--- src/rtl/milestone_sequencer.sv ---
// -----------------------------------------------------------------------------
// milestone_sequencer
//
// Runs the decoder milestones in order over the single external SRAM port:
// UART loader, then IDCT (M2), then colour-space conversion (M1). Each client
// gets a one-cycle start pulse, the sequencer waits for that client's one-cycle
// done pulse, and only the active client is routed to the SRAM port. Idle gap
// states between stages let in-flight writes drain. A per-stage cycle counter
// enforces a timeout on M2/M1 and records how long the last finished stage ran.
//
// Client handshake: x_enable is a single-cycle request issued in X_START.
// x_done is a single-cycle completion pulse that is only accepted while the
// sequencer is in X_RUN; done pulses from a client that does not own the port,
// or that arrive during X_START, are dropped. abort outranks every other input.
//
// Ports:
//   Clock, Resetn                  clock, asynchronous active-low reset
//   start, skip_m2, abort          sequence control (start/skip sampled in IDLE)
//   ld_/m2_/m1_enable              one-cycle start pulses to the clients
//   ld_/m2_/m1_done                one-cycle completion pulses from the clients
//   ld_/m2_/m1_address, _write_data, _we_n   client SRAM requests
//   SRAM_address, SRAM_write_data, SRAM_we_n muxed SRAM port
//   busy, stage, seq_done, error   status
//   last_cycles                    counter value at the last accepted done
//   dbg_state                      raw FSM state for checkers
// -----------------------------------------------------------------------------
module milestone_sequencer #(
  parameter int               CNT_W          = 24,
  parameter logic [CNT_W-1:0] TIMEOUT_CYCLES = 24'hFF_FFFF,
  parameter int               GAP_CYCLES     = 4
) (
  input  logic              Clock,
  input  logic              Resetn,
  input  logic              start,
  input  logic              skip_m2,
  input  logic              abort,
  output logic              ld_enable,
  output logic              m2_enable,
  output logic              m1_enable,
  input  logic              ld_done,
  input  logic              m2_done,
  input  logic              m1_done,
  input  logic [17:0]       ld_address,
  input  logic [17:0]       m2_address,
  input  logic [17:0]       m1_address,
  input  logic [15:0]       ld_write_data,
  input  logic [15:0]       m2_write_data,
  input  logic [15:0]       m1_write_data,
  input  logic              ld_we_n,
  input  logic              m2_we_n,
  input  logic              m1_we_n,
  output logic [17:0]       SRAM_address,
  output logic [15:0]       SRAM_write_data,
  output logic              SRAM_we_n,
  output logic              busy,
  output logic [2:0]        stage,
  output logic              seq_done,
  output logic              error,
  output logic [CNT_W-1:0]  last_cycles,
  output logic [3:0]        dbg_state
);

  localparam logic [3:0] S_IDLE     = 4'd0;
  localparam logic [3:0] S_LD_START = 4'd1;
  localparam logic [3:0] S_LD_RUN   = 4'd2;
  localparam logic [3:0] S_GAP_A    = 4'd3;
  localparam logic [3:0] S_M2_START = 4'd4;
  localparam logic [3:0] S_M2_RUN   = 4'd5;
  localparam logic [3:0] S_GAP_B    = 4'd6;
  localparam logic [3:0] S_M1_START = 4'd7;
  localparam logic [3:0] S_M1_RUN   = 4'd8;
  localparam logic [3:0] S_DONE     = 4'd9;
  localparam logic [3:0] S_ERROR    = 4'd10;

  // Gap counter runs 0 .. GAP_CYCLES-1, so it needs clog2(GAP_CYCLES) bits
  // (at least one).
  localparam int            GAP_W    = (GAP_CYCLES < 2) ? 1 : $clog2(GAP_CYCLES);
  localparam logic [GAP_W-1:0] GAP_LAST = GAP_W'(GAP_CYCLES - 1);
  localparam logic [CNT_W-1:0] CNT_MAX  = {CNT_W{1'b1}};

  logic [3:0]       state;
  logic [3:0]       state_next;
  logic [CNT_W-1:0] cnt;
  logic [GAP_W-1:0] gap_cnt;
  logic             skip_q;

  logic in_start;
  logic in_run;
  logic in_gap;
  logic gap_end;
  logic enter_start;
  logic timeout_hit;
  logic accept_done;

  assign in_start = (state == S_LD_START) || (state == S_M2_START) ||
                    (state == S_M1_START);
  assign in_run   = (state == S_LD_RUN) || (state == S_M2_RUN) ||
                    (state == S_M1_RUN);
  assign in_gap   = (state == S_GAP_A) || (state == S_GAP_B);
  assign gap_end  = in_gap && (gap_cnt == GAP_LAST);

  // The counter reads 0 during a START cycle and k in the k-th RUN cycle.
  assign enter_start = (state_next == S_LD_START) ||
                       (state_next == S_M2_START) ||
                       (state_next == S_M1_START);
  assign timeout_hit = (cnt == TIMEOUT_CYCLES);

  // A done counts only from the owning client in its RUN state, and abort
  // cancels it.
  assign accept_done = !abort &&
                       (((state == S_LD_RUN) && ld_done) ||
                        ((state == S_M2_RUN) && m2_done) ||
                        ((state == S_M1_RUN) && m1_done));

  // ---------------------------------------------------------------------------
  // Next-state logic
  // ---------------------------------------------------------------------------
  always_comb begin
    state_next = state;
    if (abort) begin
      state_next = S_IDLE;
    end else begin
      case (state)
        S_IDLE:     if (start) state_next = S_LD_START;
        S_LD_START: state_next = S_LD_RUN;
        // The loader is paced by the UART, so LD_RUN has no timeout.
        S_LD_RUN:   if (ld_done) state_next = S_GAP_A;
        S_GAP_A:    if (gap_end) state_next = skip_q ? S_M1_START : S_M2_START;
        S_M2_START: state_next = S_M2_RUN;
        // done is checked before the timeout so a done on the last
        // allowed cycle still wins.
        S_M2_RUN: begin
          if (m2_done)          state_next = S_GAP_B;
          else if (timeout_hit) state_next = S_ERROR;
        end
        S_GAP_B:    if (gap_end) state_next = S_M1_START;
        S_M1_START: state_next = S_M1_RUN;
        S_M1_RUN: begin
          if (m1_done)          state_next = S_DONE;
          else if (timeout_hit) state_next = S_ERROR;
        end
        S_DONE:     state_next = S_IDLE;
        S_ERROR:    state_next = S_ERROR;
        default:    state_next = S_IDLE;
      endcase
    end
  end

  // ---------------------------------------------------------------------------
  // State, counters and captured values
  // ---------------------------------------------------------------------------
  always_ff @(posedge Clock or negedge Resetn) begin
    if (!Resetn) begin
      state <= S_IDLE;
    end else begin
      state <= state_next;
    end
  end

  always_ff @(posedge Clock or negedge Resetn) begin
    if (!Resetn) begin
      cnt <= '0;
    end else if (enter_start) begin
      cnt <= '0;
    end else if ((in_start || in_run) && (cnt != CNT_MAX)) begin
      // Saturates at all-ones instead of wrapping.
      cnt <= cnt + CNT_W'(1);
    end
  end

  always_ff @(posedge Clock or negedge Resetn) begin
    if (!Resetn) begin
      gap_cnt <= '0;
    end else if (in_gap && !gap_end) begin
      gap_cnt <= gap_cnt + GAP_W'(1);
    end else begin
      gap_cnt <= '0;
    end
  end

  always_ff @(posedge Clock or negedge Resetn) begin
    if (!Resetn) begin
      skip_q <= 1'b0;
    end else if ((state == S_IDLE) && start && !abort) begin
      skip_q <= skip_m2;
    end
  end

  always_ff @(posedge Clock or negedge Resetn) begin
    if (!Resetn) begin
      last_cycles <= '0;
    end else if (accept_done) begin
      last_cycles <= cnt;
    end
  end

  // ---------------------------------------------------------------------------
  // Outputs, all decoded from the registered state
  // ---------------------------------------------------------------------------
  assign ld_enable = (state == S_LD_START);
  assign m2_enable = (state == S_M2_START);
  assign m1_enable = (state == S_M1_START);
  assign busy      = (state != S_IDLE) && (state != S_DONE) && (state != S_ERROR);
  assign seq_done  = (state == S_DONE);
  assign error     = (state == S_ERROR);
  assign dbg_state = state;

  always_comb begin
    stage = 3'd0;
    case (state)
      S_LD_START, S_LD_RUN: stage = 3'd1;
      S_M2_START, S_M2_RUN: stage = 3'd2;
      S_M1_START, S_M1_RUN: stage = 3'd3;
      S_GAP_A, S_GAP_B:     stage = 3'd4;
      S_DONE:               stage = 3'd5;
      S_ERROR:              stage = 3'd6;
      default:              stage = 3'd0;
    endcase
  end

  // SRAM mux: purely combinational so the owning client sees no extra latency.
  // Non-owning states park the port at address 0 with writes disabled.
  always_comb begin
    SRAM_address    = 18'd0;
    SRAM_write_data = 16'd0;
    SRAM_we_n       = 1'b1;
    case (state)
      S_LD_START, S_LD_RUN: begin
        SRAM_address    = ld_address;
        SRAM_write_data = ld_write_data;
        SRAM_we_n       = ld_we_n;
      end
      S_M2_START, S_M2_RUN: begin
        SRAM_address    = m2_address;
        SRAM_write_data = m2_write_data;
        SRAM_we_n       = m2_we_n;
      end
      S_M1_START, S_M1_RUN: begin
        SRAM_address    = m1_address;
        SRAM_write_data = m1_write_data;
        SRAM_we_n       = m1_we_n;
      end
      default: begin
        SRAM_address    = 18'd0;
        SRAM_write_data = 16'd0;
        SRAM_we_n       = 1'b1;
      end
    endcase
  end

endmodule

--- config.mk ---
export PLATFORM = sky130hd
export DESIGN_NAME = milestone_sequencer
export DESIGN_NICKNAME = d
export VERILOG_FILES = /design/src/rtl/milestone_sequencer.sv
export SDC_FILE = /design/constraint.sdc
export NUM_CORES = 1
export LEC_CHECK = 0
export ABC_AREA = 1
export CORE_AREA = 2 2 95 97
export DETAILED_ROUTE_END_ITERATION = 12
export DIE_AREA = 0 0 97 99
export PLACE_DENSITY = 0.92
export SLEW_MARGIN = 20
export SYNTH_ARGS = -nofsm -noshare
export SYNTH_HDL_FRONTEND = slang
export SYNTH_SLANG_ARGS = --single-unit
--- constraint.sdc ---
create_clock -name Clock -period 3.3 [get_ports Clock]
set_clock_uncertainty 0.1 [all_clocks]
set_input_delay 0.33 -clock Clock [delete_from_list [all_inputs] [get_ports Clock]]
set_output_delay 0.33 -clock Clock [all_outputs]
set_load 0.02 [all_outputs]
==> results.py <==
metrics = {
    "grt": {
        "grt_max_degree": 36,
        "antenna_found_initial": 0,
        "grt_pass1_vias": 4072,
        "grt.overflow.total": 0,
        "grt_pass1_wl_mm": 20.1,
        "grt_util_all_layers": 0.260,
    },
    "yosys": {
        "ys_seq_area_frac": 0.374,
        "syn_inst": 538,
        "synth_cell_types": 29,
        "avgSynthCellArea_um2": 6.85,
        "synth.net_count": 658,
        "yosys_warnings": 0,
        "ys_ff_latch": 55,
        "synth.cell_area_um2": 3680,
    },
    "place": {
        "io_buffers": 184,
        "place_inst": 823,
        "place.detailed.hpwl_mm": 10.5,
        "placed_cell_area_um2": 5640,
        "gp_congestion": 0.982,
    },
    "route": {
        "drtIter0Drc": 188,
        "antenna_left": 0,
        "wirelength_mm": 12.7,
        "dr_total_vias": 4116,
        "viasPerCell": 4.95,
        "wire_per_inst_um": 15.3,
        "drc": 0,
        "first_pass_iters": 4,
    },
    "pwr": {
        "p_sw_mw": 0.907,
        "leakage_nw": 2.56,
        "power_frac_comb": 0.488,
        "ir_drop_v": 0.000433,
        "intPower_mw": 1.47,
        "p_seq_frac": 0.347,
        "power.density_nw_per_um2": 412,
        "p_sw_frac": 0.382,
        "clockPowerShare": 0.165,
    },
    "cells_and_area": {
        "drive_gt1_frac": 0.0981,
        "diodes": 0,
        "nets": 843,
        "final_area_um2": 5760,
        "area_delta_synth_final_pct": 56.2,
        "multi_input_area_um2": 2010,
        "nFillCells": 714,
        "layout_commonest_cell": "nand2_1",
        "final_cell_count_no_fill": 832,
        "seq_area_um2": 1380,
        "layout_common_cells": "199 x nand2_1, 183 x clkdlybuf4s50_1, 55 x nand3_1, 55 x dfrtp_1, 52 x inv_1",
    },
    "cts": {
        "cts.clk_slew.worst_paths_ps": 100,
        "h-tree-depth": 2,
        "post-cts-setup-buffers": 0,
        "clock_path_buffers": 2,
        "clock-root-buffer": "clkbuf_8",
        "cts_made_buffers": 5,
        "cts.sinks": 55,
        "insertion_delay_ps": 320,
        "cts_tree": "yes",
    },
    "setup_path": {
        "r2r_cells": 12,
        "worstSetupStartpointType": "register",
        "worstPathMaxFanout": 19,
        "r2r_setup_slack_ps": 550,
        "worst_ep_required_time_ps": 2870,
        "critPathArrivalTime_ps": 2660,
        "timing.rr.start": "dbg_state[1]$_DFF_PN0_",
        "setup.worst_path.end": "SRAM_address[7]",
        "r2r_end": "cnt[9]$_DFFE_PN0P_",
        "endpoint_kind": "output pin",
        "worstSetupPathType": "register to output pin",
        "cp-startpoint": "dbg_state[0]$_DFF_PN0_",
    },
    "flow_run": {
        "drv_cap": 0,
    },
    "outcome": {
        "status": "finished clean",
    },
    "die": {
        "die_area_um2": 9600,
        "rows": 34,
        "start_util": 0.431,
        "dieWidth_um": 97,
        "fp.dieH_um": 99,
        "core_area_um2": 8550,
        "io_pins": 185,
    },
    "sta": {
        "final_hold_viol_count": 0,
        "final.min_clock_period_ps": 3090,
        "slew_violations": 0,
        "rsz0062_at_grt": "false",
        "whs_ps": 334,
        "worstMarginPinSlew_ps": 746,
        "relSlewSlack": 0.502,
        "max_freq_mhz": 324,
        "finalSetupTns_ps": 0,
        "period_share": 0.937,
        "finalSetupViolCount": 0,
    },
    "hold_path": {
        "worstHoldPathType": "register to register",
    },
}
critical path, stage by stage, from the launching register on:
cell	delay (ps)
dfrtp_1	430
inv_1	160
ha_1	210
inv_1	50
nor2_1	220
nor2_1	120
clkinv_2	210
buf_4	200
nand2_1	60
nand3_1	80
clkdlybuf4s50_1	600
per-layer routing:
metal	track usage	wire length, um
met1	0.300	5030
met2	0.489	6680
met3	0.0411	663
met4	0.0878	335
met5	0	0
kinds of logic (layout without fill, tap and decap cells):
family          count (synthesis)  after routing  share of synthesized area
compound gates                 32             32                     0.0462
flops                          55             55                      0.374
xor+xnor                       15             15                     0.0357
buf+inv                        74            260                     0.0808
mux                            10             10                     0.0306
simple gates                  345            345                      0.410
fa+ha+maj                       7              7                     0.0238
how the worst min path moves through the flow:
stage | from | end | slack (ps) | cells past startpoint
after floorplan | Resetn | cnt[0]$_DFFE_PN0P_ | -70 | 0
after global placement | Resetn | last_cycles[20]$_DFFE_PN0P_ | 320 | 1
after detailed placement | gap_cnt[0]$_DFF_PN0_ | gap_cnt[0]$_DFF_PN0_ | 330 | 1
after CTS | gap_cnt[0]$_DFF_PN0_ | gap_cnt[0]$_DFF_PN0_ | 340 | 1
after global routing | gap_cnt[0]$_DFF_PN0_ | gap_cnt[0]$_DFF_PN0_ | 370 | 1
final | gap_cnt[0]$_DFF_PN0_ | gap_cnt[0]$_DFF_PN0_ | 330 | 1
cell type report:
type,instances,share of cell area
Sequential cell,55,0.239
Clock buffer,5,0.0120
Multi-Input combinational cell,409,0.349
Tap cell,108,0.0235
Inverter,58,0.0380
Clock inverter,3,0.00478
Timing Repair Buffer,194,0.333
flip-flops by register name, indices dropped and copies added, names as in the netlist:
register     count
gap_cnt          2
dbg_state        4
skip_q           1
cnt             24
last_cycles     24
power by group through the flow:
stage / combinational, mW / sequential, mW / clock [mW]
global route: 1.25 / 0.834 / 0.423
finish: 1.16 / 0.823 / 0.391
CTS: 1.17 / 0.823 / 0.397
floorplan: 0.500 / 0.908 / 0
global placement: 1.15 / 0.829 / 0
detailed placement: 1.16 / 0.836 / 0
synth_stat cells:
master | n | area share
clkbuf_1 | 10 | 0.010
nor2_2 | 27 | 0.046
a21oi_1 | 4 | 0.0054
nand2_1 | 199 | 0.20
nor2_4 | 1 | 0.0031
nand3_1 | 55 | 0.075
ha_1 | 7 | 0.024
nand3_2 | 1 | 0.0027
nand2_2 | 7 | 0.012
nor3_2 | 1 | 0.0027
xor2_1 | 14 | 0.033
mux2_2 | 10 | 0.031
buf_6 | 2 | 0.0061
buf_2 | 1 | 0.0014
nor2_1 | 35 | 0.036
o221ai_1 | 1 | 0.0024
clkinv_1 | 2 | 0.0020
o211ai_1 | 2 | 0.0041
nand2_4 | 1 | 0.0031
nor3_1 | 10 | 0.014
nand4_1 | 8 | 0.014
o21ai_0 | 24 | 0.033
a31oi_1 | 1 | 0.0017
dfrtp_1 | 55 | 0.37
buf_1 | 2 | 0.0020
inv_1 | 52 | 0.053
inv_2 | 4 | 0.0041
buf_4 | 1 | 0.0020
xnor2_1 | 1 | 0.0024
timing repair:
| action | CTS | global route |
|---|---|---|
| endpoints found under the setup margin | 15 | 25 |
| pin swaps | 0 | 0 |
| endpoints found under the hold margin | 13 | 0 |
| cloned | 0 | 0 |
| gates resized for setup | 1 | 1 |
| hold buffers | 1 | 0 |
through the flow:
step	setup WS [ps]	total power, mW	utilization
2_1_floorplan	808	1.41	-
3_5_place_dp	310	1.99	0.660
5_1_grt	6.67	2.50	0.673
4_1_cts	113	2.39	0.673
6_report	209	2.37	0.673
3_3_place_gp	377	1.97	0.660
Power figures use the tool's default switching activity.
